$ cat src/rtl/hartslag_evaluatie_if.sv
// Beat-count evaluation bus: sample strobe in, average/level results out.
interface hartslag_evaluatie_if;
  logic [7:0] slagen_in;
  logic       slagen_vld;
  logic [7:0] gemiddeld;
  logic       gem_vld;
  logic       gereed;
  logic [1:0] niveau;
  logic       niveau_vld;
  logic       stil;

  modport master (
    output slagen_in, slagen_vld,
    input  gemiddeld, gem_vld, gereed, niveau, niveau_vld, stil
  );

  modport slave (
    input  slagen_in, slagen_vld,
    output gemiddeld, gem_vld, gereed, niveau, niveau_vld, stil
  );
endinterface

$ cat src/rtl/hartslag_evaluatie.sv
// Heart-rate evaluation: moving average over the last 2**DIEPTE_LOG2 windows,
// then RUST/NORMAAL/HOOG classification with hysteresis and confirmation.
// Optional macro HARTSLAG_STIL_EN builds the flat-line (stil) detector;
// without it stil is tied low.
module hartslag_evaluatie #(
  parameter int unsigned DIEPTE_LOG2  = 2,
  parameter int unsigned DREMPEL_LAAG = 10,
  parameter int unsigned DREMPEL_HOOG = 20,
  parameter int unsigned HYST         = 2,
  parameter int unsigned BEVESTIG     = 2
`ifdef HARTSLAG_STIL_EN
  ,
  parameter int unsigned STIL_AANTAL  = 3
`endif
) (
  input  logic                 clk,
  input  logic                 reset,
  hartslag_evaluatie_if.slave  bus
);

  localparam int unsigned DIEPTE = 1 << DIEPTE_LOG2;
  localparam int unsigned SOM_W  = 8 + DIEPTE_LOG2;
  localparam int unsigned FILL_W = DIEPTE_LOG2 + 1;
  localparam int unsigned CNT_W  = (BEVESTIG < 2) ? 1 : $clog2(BEVESTIG + 1);

  localparam logic [7:0] HOOG_GR   = 8'(DREMPEL_HOOG);
  localparam logic [7:0] HOOG_HYST = 8'(DREMPEL_HOOG - HYST);
  localparam logic [7:0] LAAG_GR   = 8'(DREMPEL_LAAG);
  localparam logic [7:0] LAAG_HYST = 8'(DREMPEL_LAAG + HYST);

  typedef enum logic [1:0] {
    RUST    = 2'd0,
    NORMAAL = 2'd1,
    HOOG    = 2'd2,
    INIT    = 2'd3
  } niveau_t;

  logic [7:0]             ring_q [DIEPTE];
  logic [DIEPTE_LOG2-1:0] wp_q;
  logic [SOM_W-1:0]       som_q, som_d;
  logic [FILL_W-1:0]      fill_q, fill_d;
  logic                   gereed_q, gereed_d;
  logic [7:0]             gem_q, gem_d;
  logic                   gem_vld_q;

  niveau_t                niveau_q;
  niveau_t                kand_c;
  niveau_t                pend_q;
  logic [CNT_W-1:0]       cnt_q;
  logic [CNT_W-1:0]       tel_nieuw_c;
  logic                   niveau_vld_q;

  // Stage 1 next values: replace the oldest sample and update the running sum.
  always_comb begin
    som_d    = som_q + SOM_W'(bus.slagen_in) - SOM_W'(ring_q[wp_q]);
    fill_d   = (fill_q == FILL_W'(DIEPTE)) ? fill_q : fill_q + FILL_W'(1);
    gereed_d = gereed_q | (fill_d == FILL_W'(DIEPTE));
    gem_d    = gereed_d ? 8'(som_d >> DIEPTE_LOG2) : bus.slagen_in;
  end

  // Stage 1 registers: ring buffer, sum, fill level and average.
  always_ff @(posedge clk or negedge reset) begin
    if (!reset) begin
      for (int i = 0; i < int'(DIEPTE); i++) ring_q[i] <= '0;
      wp_q      <= '0;
      som_q     <= '0;
      fill_q    <= '0;
      gereed_q  <= 1'b0;
      gem_q     <= '0;
      gem_vld_q <= 1'b0;
    end else begin
      gem_vld_q <= bus.slagen_vld;
      if (bus.slagen_vld) begin
        ring_q[wp_q] <= bus.slagen_in;
        wp_q         <= wp_q + DIEPTE_LOG2'(1);
        som_q        <= som_d;
        fill_q       <= fill_d;
        gereed_q     <= gereed_d;
        gem_q        <= gem_d;
      end
    end
  end

  // Candidate level from the average, widened thresholds when already in RUST/HOOG.
  always_comb begin
    kand_c = NORMAAL;
    if ((gem_q > HOOG_GR) || ((niveau_q == HOOG) && (gem_q > HOOG_HYST)))
      kand_c = HOOG;
    else if ((gem_q < LAAG_GR) || ((niveau_q == RUST) && (gem_q < LAAG_HYST)))
      kand_c = RUST;
    tel_nieuw_c = ((cnt_q != '0) && (kand_c == pend_q)) ? cnt_q + CNT_W'(1) : CNT_W'(1);
  end

  // Stage 2 FSM: load first level directly, later changes need BEVESTIG agreeing evaluations.
  always_ff @(posedge clk or negedge reset) begin
    if (!reset) begin
      niveau_q     <= INIT;
      pend_q       <= INIT;
      cnt_q        <= '0;
      niveau_vld_q <= 1'b0;
    end else begin
      niveau_vld_q <= gem_vld_q;
      if (gem_vld_q) begin
        case (niveau_q)
          INIT: begin
            if (gereed_q) niveau_q <= kand_c;
            cnt_q <= '0;
          end
          default: begin
            if (kand_c == niveau_q) begin
              cnt_q <= '0;
            end else if (tel_nieuw_c == CNT_W'(BEVESTIG)) begin
              niveau_q <= kand_c;
              cnt_q    <= '0;
            end else begin
              cnt_q  <= tel_nieuw_c;
              pend_q <= kand_c;
            end
          end
        endcase
      end
    end
  end

`ifdef HARTSLAG_STIL_EN
  localparam int unsigned STIL_W = (STIL_AANTAL < 2) ? 1 : $clog2(STIL_AANTAL + 1);

  logic [STIL_W-1:0] nul_q, nul_d;
  logic              stil_q;

  // Saturating count of consecutive zero samples.
  always_comb begin
    nul_d = '0;
    if (bus.slagen_in == 8'd0)
      nul_d = (nul_q == STIL_W'(STIL_AANTAL)) ? nul_q : nul_q + STIL_W'(1);
  end

  // Flat-line flag follows the zero-run count on each accepted sample.
  always_ff @(posedge clk or negedge reset) begin
    if (!reset) begin
      nul_q  <= '0;
      stil_q <= 1'b0;
    end else if (bus.slagen_vld) begin
      nul_q  <= nul_d;
      stil_q <= (nul_d == STIL_W'(STIL_AANTAL));
    end
  end

  assign bus.stil = stil_q;
`else
  assign bus.stil = 1'b0;
`endif

  assign bus.gemiddeld  = gem_q;
  assign bus.gem_vld    = gem_vld_q;
  assign bus.gereed     = gereed_q;
  assign bus.niveau     = niveau_q;
  assign bus.niveau_vld = niveau_vld_q;

endmodule
$ cat src/flat_wrapper.sv
// flat-port wrapper written by rule: the top's interface ports become plain ports
module hartslag_evaluatie_flat 
#(
  parameter int unsigned DIEPTE_LOG2  = 2,
  parameter int unsigned DREMPEL_LAAG = 10,
  parameter int unsigned DREMPEL_HOOG = 20,
  parameter int unsigned HYST         = 2,
  parameter int unsigned BEVESTIG     = 2

)
  (clk, reset, bus_slagen_in, bus_slagen_vld, bus_gemiddeld, bus_gem_vld, bus_gereed, bus_niveau, bus_niveau_vld, bus_stil);
  hartslag_evaluatie_if bus_i ();
  input  logic clk;
  input  logic reset;
  input wire logic [$bits(bus_i.slagen_in)-1:0] bus_slagen_in;
  input wire logic [$bits(bus_i.slagen_vld)-1:0] bus_slagen_vld;
  output wire logic [$bits(bus_i.gemiddeld)-1:0] bus_gemiddeld;
  output wire logic [$bits(bus_i.gem_vld)-1:0] bus_gem_vld;
  output wire logic [$bits(bus_i.gereed)-1:0] bus_gereed;
  output wire logic [$bits(bus_i.niveau)-1:0] bus_niveau;
  output wire logic [$bits(bus_i.niveau_vld)-1:0] bus_niveau_vld;
  output wire logic [$bits(bus_i.stil)-1:0] bus_stil;
  assign bus_i.slagen_in = bus_slagen_in;
  assign bus_i.slagen_vld = bus_slagen_vld;
  assign bus_gemiddeld = bus_i.gemiddeld;
  assign bus_gem_vld = bus_i.gem_vld;
  assign bus_gereed = bus_i.gereed;
  assign bus_niveau = bus_i.niveau;
  assign bus_niveau_vld = bus_i.niveau_vld;
  assign bus_stil = bus_i.stil;
  hartslag_evaluatie #(.DIEPTE_LOG2(DIEPTE_LOG2), .DREMPEL_LAAG(DREMPEL_LAAG), .DREMPEL_HOOG(DREMPEL_HOOG), .HYST(HYST), .BEVESTIG(BEVESTIG)) u_core (.clk(clk), .reset(reset), .bus(bus_i));
endmodule
$ cat config.mk
export PLATFORM = sky130hd
export DESIGN_NAME = hartslag_evaluatie_flat
export DESIGN_NICKNAME = d
export VERILOG_FILES = /design/src/rtl/hartslag_evaluatie_if.sv /design/src/rtl/hartslag_evaluatie.sv /design/src/flat_wrapper.sv
export SDC_FILE = /design/constraint.sdc
export NUM_CORES = 1
export LEC_CHECK = 0
export CAP_MARGIN = 20
export CORE_UTILIZATION = 25
export DETAILED_ROUTE_END_ITERATION = 8
export HOLD_SLACK_MARGIN = 0.1
export PLACE_DENSITY = 0.36
export SYNTH_ARGS = -nofsm -noshare
export SYNTH_HDL_FRONTEND = slang
export SYNTH_SLANG_ARGS = --single-unit
export TNS_END_PERCENT = 1
$ cat constraint.sdc
create_clock -name clk -period 6.7 [get_ports clk]
set_clock_uncertainty 0.2 [all_clocks]
set_input_delay 1.34 -clock clk [delete_from_list [all_inputs] [get_ports clk]]
set_output_delay 1.34 -clock clk [all_outputs]
set_load 0.01 [all_outputs]
# ---- After elaboration in Yosys (flattened, before gate mapping)
# Cells that the tools add are included.
dict set report totals {
  register_bits 64
  latch_bits 0
  ramBits 0
  rom_bits 0
  in_bits 11
  out_inout_bits 14
  wordCells 68
  mem_count 0
}
dict set report op_classes {
  addsub 5
  multipliers 0
  div_mod_pow 0
  magnitude_cmp 6
  eq_ne 9
  shift 0
  mux 18
  bitwise_logic 5
  reduce_logical 11
}
# cell n
set ops {}
lappend ops {{bitwise mux 32 bit} 1}
lappend ops {{two-way mux 8 bit} 4}
lappend ops {{two-way mux 2 bit} 9}
lappend ops {{binary-select mux 8 bit (select 2 bit)} 1}
lappend ops {{demux 8 bit (select 2 bit)} 1}
lappend ops {{> comparator 8 x 5 -> 1 bit (second input constant)} 2}
lappend ops {{< comparator 8 x 4 -> 1 bit (second input constant)} 2}
lappend ops {{adder 10 x 8 -> 10 bit} 1}
lappend ops {{subtractor 10 x 8 -> 10 bit} 1}
lappend ops {{AND reduction 4 bit} 2}
lappend ops {{equality test 2 bit (second input constant)} 3}
lappend ops {{equality test 3 bit (second input constant)} 2}
lappend ops {{adder 2 x 1 -> 2 bit (second input constant)} 2}
lappend ops {{equality test 2 bit} 2}
lappend ops {{logical AND 1 bit} 4}
lappend ops {{nonzero test 2 bit} 2}
lappend ops {{adder 3 x 1 -> 3 bit (second input constant)} 1}
lappend ops {{>= comparator 3 bit (second input constant)} 1}
lappend ops {{< comparator 3 x 1 -> 1 bit (second input constant)} 1}
lappend ops {{two-way mux 3 bit} 1}
lappend ops {{inverter 1 bit} 3}
lappend ops {{inverter 2 -> 3 bit} 1}
lappend ops {{zero test 2 bit} 1}
lappend ops {{logical OR 1 bit} 2}
lappend ops {{other kinds (4)} 4}

# ---- Longest topological paths before layout
dict set report depth {
  word_depth 12
  mapped_depth 13
  mapped_depth_nobuf 12
}

# ---- Least setup slack after synthesis
# No wires, ideal clock.
dict set report synth_path {
  kind {input -> register}
  from {input port bus_slagen_in[1]}
  to {register u_core.som_q[9]}
  setup_time_ns 0.126
  t_arrival_ns 3.390
  required_time_ns 6.374
  setup_slack_ns 2.984
  stages 10
  path_buffers 0
  path_cell_list {inv_1 fa_1 inv_1 ha_1 a21o_1 a21oi_1 o31ai_1 a31oi_1 nor2_1 a221o_1}
}
dict set report synth_via {
  elab_chain_len 2
}
# element line_no
set synth_lines {}
lappend synth_lines {{from (decl)} flat_wrapper.sv:15} ;# input wire logic [$bits(bus_i.slagen_in)-1:0] bus_slagen_in;
lappend synth_lines {{adder 10 x 8 -> 10 bit} hartslag_evaluatie.sv:55} ;# som_d = som_q + SOM_W'(bus.slagen_in) - SOM_W'(ring_q[wp_q]);
lappend synth_lines {{subtractor 10 x 8 -> 10 bit} hartslag_evaluatie.sv:55}
lappend synth_lines {{to (signal assigned)} hartslag_evaluatie.sv:76} ;# som_q <= som_d;
lappend synth_lines {{to (decl)} hartslag_evaluatie.sv:40} ;# logic [SOM_W-1:0] som_q, som_d;
# No other way between the ends.
# A chain may end at the register's enable or synchronous reset.

# ---- Worst setup path in the final report
dict set report layout_path {
  from {input port bus_slagen_in[1]}
  to {register u_core.gem_q[7] (netlist: u_core.bus.gemiddeld[7])}
}
dict set report layout_via {
  elab_chain_len 3
}
# element line_no
set layout_lines {}
lappend layout_lines {{adder 10 x 8 -> 10 bit} hartslag_evaluatie.sv:55}
lappend layout_lines {{subtractor 10 x 8 -> 10 bit} hartslag_evaluatie.sv:55}
lappend layout_lines {{two-way mux 8 bit} hartslag_evaluatie.sv:58} ;# gem_d = gereed_d ? 8'(som_d >> DIEPTE_LOG2) : bus.slagen_in;
lappend layout_lines {{to (signal assigned)} hartslag_evaluatie.sv:79} ;# gem_q <= gem_d;
lappend layout_lines {{to (decl)} hartslag_evaluatie.sv:43} ;# logic [7:0] gem_q, gem_d;
# No other way between the ends.

==> run_results.csv <==
group,metric,value,unit
logic_synthesis,synth_area,0.00365,mm2
sta,finalCritPeriodShare,0.611,
sta,max_freq,244,MHz
sta,hold_violations,0,
cells_and_area,fillers,1442,
logic_synthesis,syn_inst,369,
sta,worst_pin_slew,1.03,ns
global_route,track_usage,0.125,
logic_synthesis,synth-edff-count,0,
logic_synthesis,synth_area_leaders,"dfrtp_1 (41%), o21ai_0 (6.3%), ha_1 (5.8%)",
route,firstDrtPassIters,4,
worst_setup_path,worstPathCellList,"clkdlybuf4s50_1 > inv_1 > fa_1 > inv_1 > ha_1 > a21o_1 > a21oi_1 > o31ai_1 > a31oi_1 > nor3_1 > a211o_1",
cells_and_area,fin_nets,425,
worst_setup_path,crit_arrival,4.11,ns
clock_tree,h-tree-depth,3,
logic_synthesis,ys_ff_latch,64,
die,die_width,123,um
logic_synthesis,yosysMostFrequentCell,"dfrtp_1",
cells_and_area,antenna_cells,0,
die,rows,43,
logic_synthesis,synthArstFlopShare,1.00,
logic_synthesis,syn_avg_cell_area,9.90,um2
clock_tree,path_clk_slew,0.06,ns
logic_synthesis,ys_types,52,
worst_setup_path,crit_path_frequent_cell,"inv_1",
clock_tree,hold_buffers,0,
global_route,grt_max_degree,65,
logic_synthesis,ys.flop_type,"dfrtp_1",
run_status,status,"completed",
worst_setup_path,crit_path_top_delay_cell,"fa_1",
placed_design,place_area,0.00405,mm2
worst_setup_path,crit_buf_inv,3,
global_route,grt_pass1_wl,14000,um
logic_synthesis,seq_area_frac_synth,0.440,
die,num_io_pins,25,
worst_setup_path,crit_fanout,5,
clock_tree,clk_path_buf_depth,2,
clock_tree,post_cts_resize_count,0,
route,wl_per_cell,14.7,um
placed_design,place.gp.congestion,0.712,
clock_tree,cts_buffers,9,
cells_and_area,drive_gt1_frac,0.104,
route,drt_iter0_markers,102,
logic_synthesis,yosys.area.top_type,"dfrtp_1",
logic_synthesis,yosys_warnings,0,
flow_run,drv_cap,0,
clock_tree,clk_latency,0.34,ns
worst_setup_path,critPathKind,"primary input to flip-flop",
route,dr_total_vias,2609,
placed_design,numPortBuffers,23,
die,dieArea,0.0151,mm2
global_route,antenna_found_initial,0,
sta,fin_crit,4.09,ns
placed_design,hpwl,6050,um
route,vias_per_cell,4.55,
die,die_h,123,um
worst_setup_path,slowest_delay,0.58,ns
logic_synthesis,netlist.area_leader.share,0.411,
worst_setup_path,critPathLaunchType,"primary input",
cells_and_area,final_design_area_no_fill,0.00437,mm2
die,start_util,0.260,
worst_setup_path,critical_path.top_delay_family,"compound AO/OA/AOI/OAI gates",
sta,rsz0062_at_grt,"no",
clock_tree,cts-root-buf,"clkbuf_16",
sta,setup_tns,0,ns
global_route,grt_pass1_vias,2642,
route,drc,0,
route,antenna_left,0,
worst_setup_path,required,6.72,ns
die,core,0.0140,mm2
cells_and_area,syn2layout_area_growth,19.6,%
logic_synthesis,syn_nets,405,
worst_setup_path,end_kind,"flip-flop",
sta,setup_viol,0,
route,finalWirelength,8440,um
clock_tree,cts_setup_buffers,0,
logic_synthesis,synth_common_cells,"dfrtp_1 (60), nand2_1 (54), o21ai_0 (46), inv_1 (45), ha_1 (17)",
global_route,grt_overflow,0,
clock_tree,cts_tree,"yes",
clock_tree,cts.sinks,64,
sta,maxSlewViolCount,0,
sta,hold_ws,0.277,ns
min_path,hold_class,"flip-flop to flip-flop",
sta,slew_headroom,0.311,
-- worst register-to-register path: stages, from the launching register on --
cell and delay [ns]:
dfrtp_1 0.80, mux4_2 0.64, ha_1 0.31, inv_1 0.05
ha_1 0.16, inv_1 0.06, fa_1 0.43, nor2b_1 0.12
o21ai_0 0.12, a21oi_1 0.26, o211ai_1 0.20, a2111oi_0 0.39
nand3b_1 0.15
-- routing by layer --
layer | GRT usage | wire, um
met1 | 0.160 | 4080
met2 | 0.203 | 3940
met3 | 0.0235 | 241
met4 | 0.0595 | 177
met5 | 0 | 0
-- layout make-up --
type	instances	area, um2	share of cell area
inverters	46	173	0.0395
clock buffers	11	243	0.0555
well taps	180	225	0.0515
flip-flops and latches	64	1610	0.368
repair buffers	25	240	0.0550
multi-input cells	243	1800	0.413
clock inverters	5	80.1	0.0183
-- metrics by stage --
stage / setup slack (ns) / utilization / instances
floorplan: 2.98 / - / 369
CTS: 2.60 / 0.311 / 574
global route: 2.45 / 0.311 / 574
finish: 2.61 / 0.311 / 574
detailed placement: 2.23 / 0.288 / 558
global placement: 2.28 / 0.288 / 558
-- cell usage in the layout, fill, tap and decap left out, types with 7 or more instances in the layout --
master	netlist	routed
o21ai_0	46	46
clkdlybuf4s50_1	0	22
a21oi_1	14	14
ha_1	17	17
mux2i_1	7	7
dfrtp_1	60	60
fa_1	8	8
mux4_2	8	8
inv_1	45	45
clkbuf_16	0	9
nand2_1	54	54
nor2_1	11	11
-- state kept, by name, summed over array words and instances, names as in the netlist, 2 cells and up --
signal and flops:
u_core.bus.niveau 2, u_core.ring_q 32, u_core.wp_q 2, u_core.som_q 10
u_core.bus.gemiddeld 8, u_core.fill_q 3, u_core.pend_q 2, u_core.cnt_q 2
-- kinds of logic (layout without fill, tap and decap cells) --
family                     Yosys count  after routing  synth area share
xor gates and xnor gates             9              9            0.0216
muxes                               21             21            0.0870
buffers and inverters               62             87            0.0668
adders and majority gates           25             25             0.102
AOI/OAI and AO/OA                   91             91             0.161
and+or+nand+nor                     96             96             0.121
DFF                                 64             64             0.440
other                                1              1           0.00103
-- worst paths after layout --
path / start / end / slack [ns] / depth (start not counted)
worst max-delay path: bus_slagen_in[1] / u_core.bus.gemiddeld[7] / 2.61 / 11
worst min-delay path: u_core.ring_q[6] / u_core.ring_q[6] / 0.28 / 2
worst max register to register: u_core.wp_q[0] / u_core.bus.gemiddeld[6] / 2.74 / 12
worst min register to register: u_core.ring_q[6] / u_core.ring_q[6] / 0.28 / 2
max in group asynchronous: reset / u_core.fill_q[2] / 4.76 / 2
min in group asynchronous: reset / u_core.ring_q[0] / 1.00 / 2
Power is not shown: default switching activity piles up to over one toggle a cycle in this logic, so the estimate is an artifact.
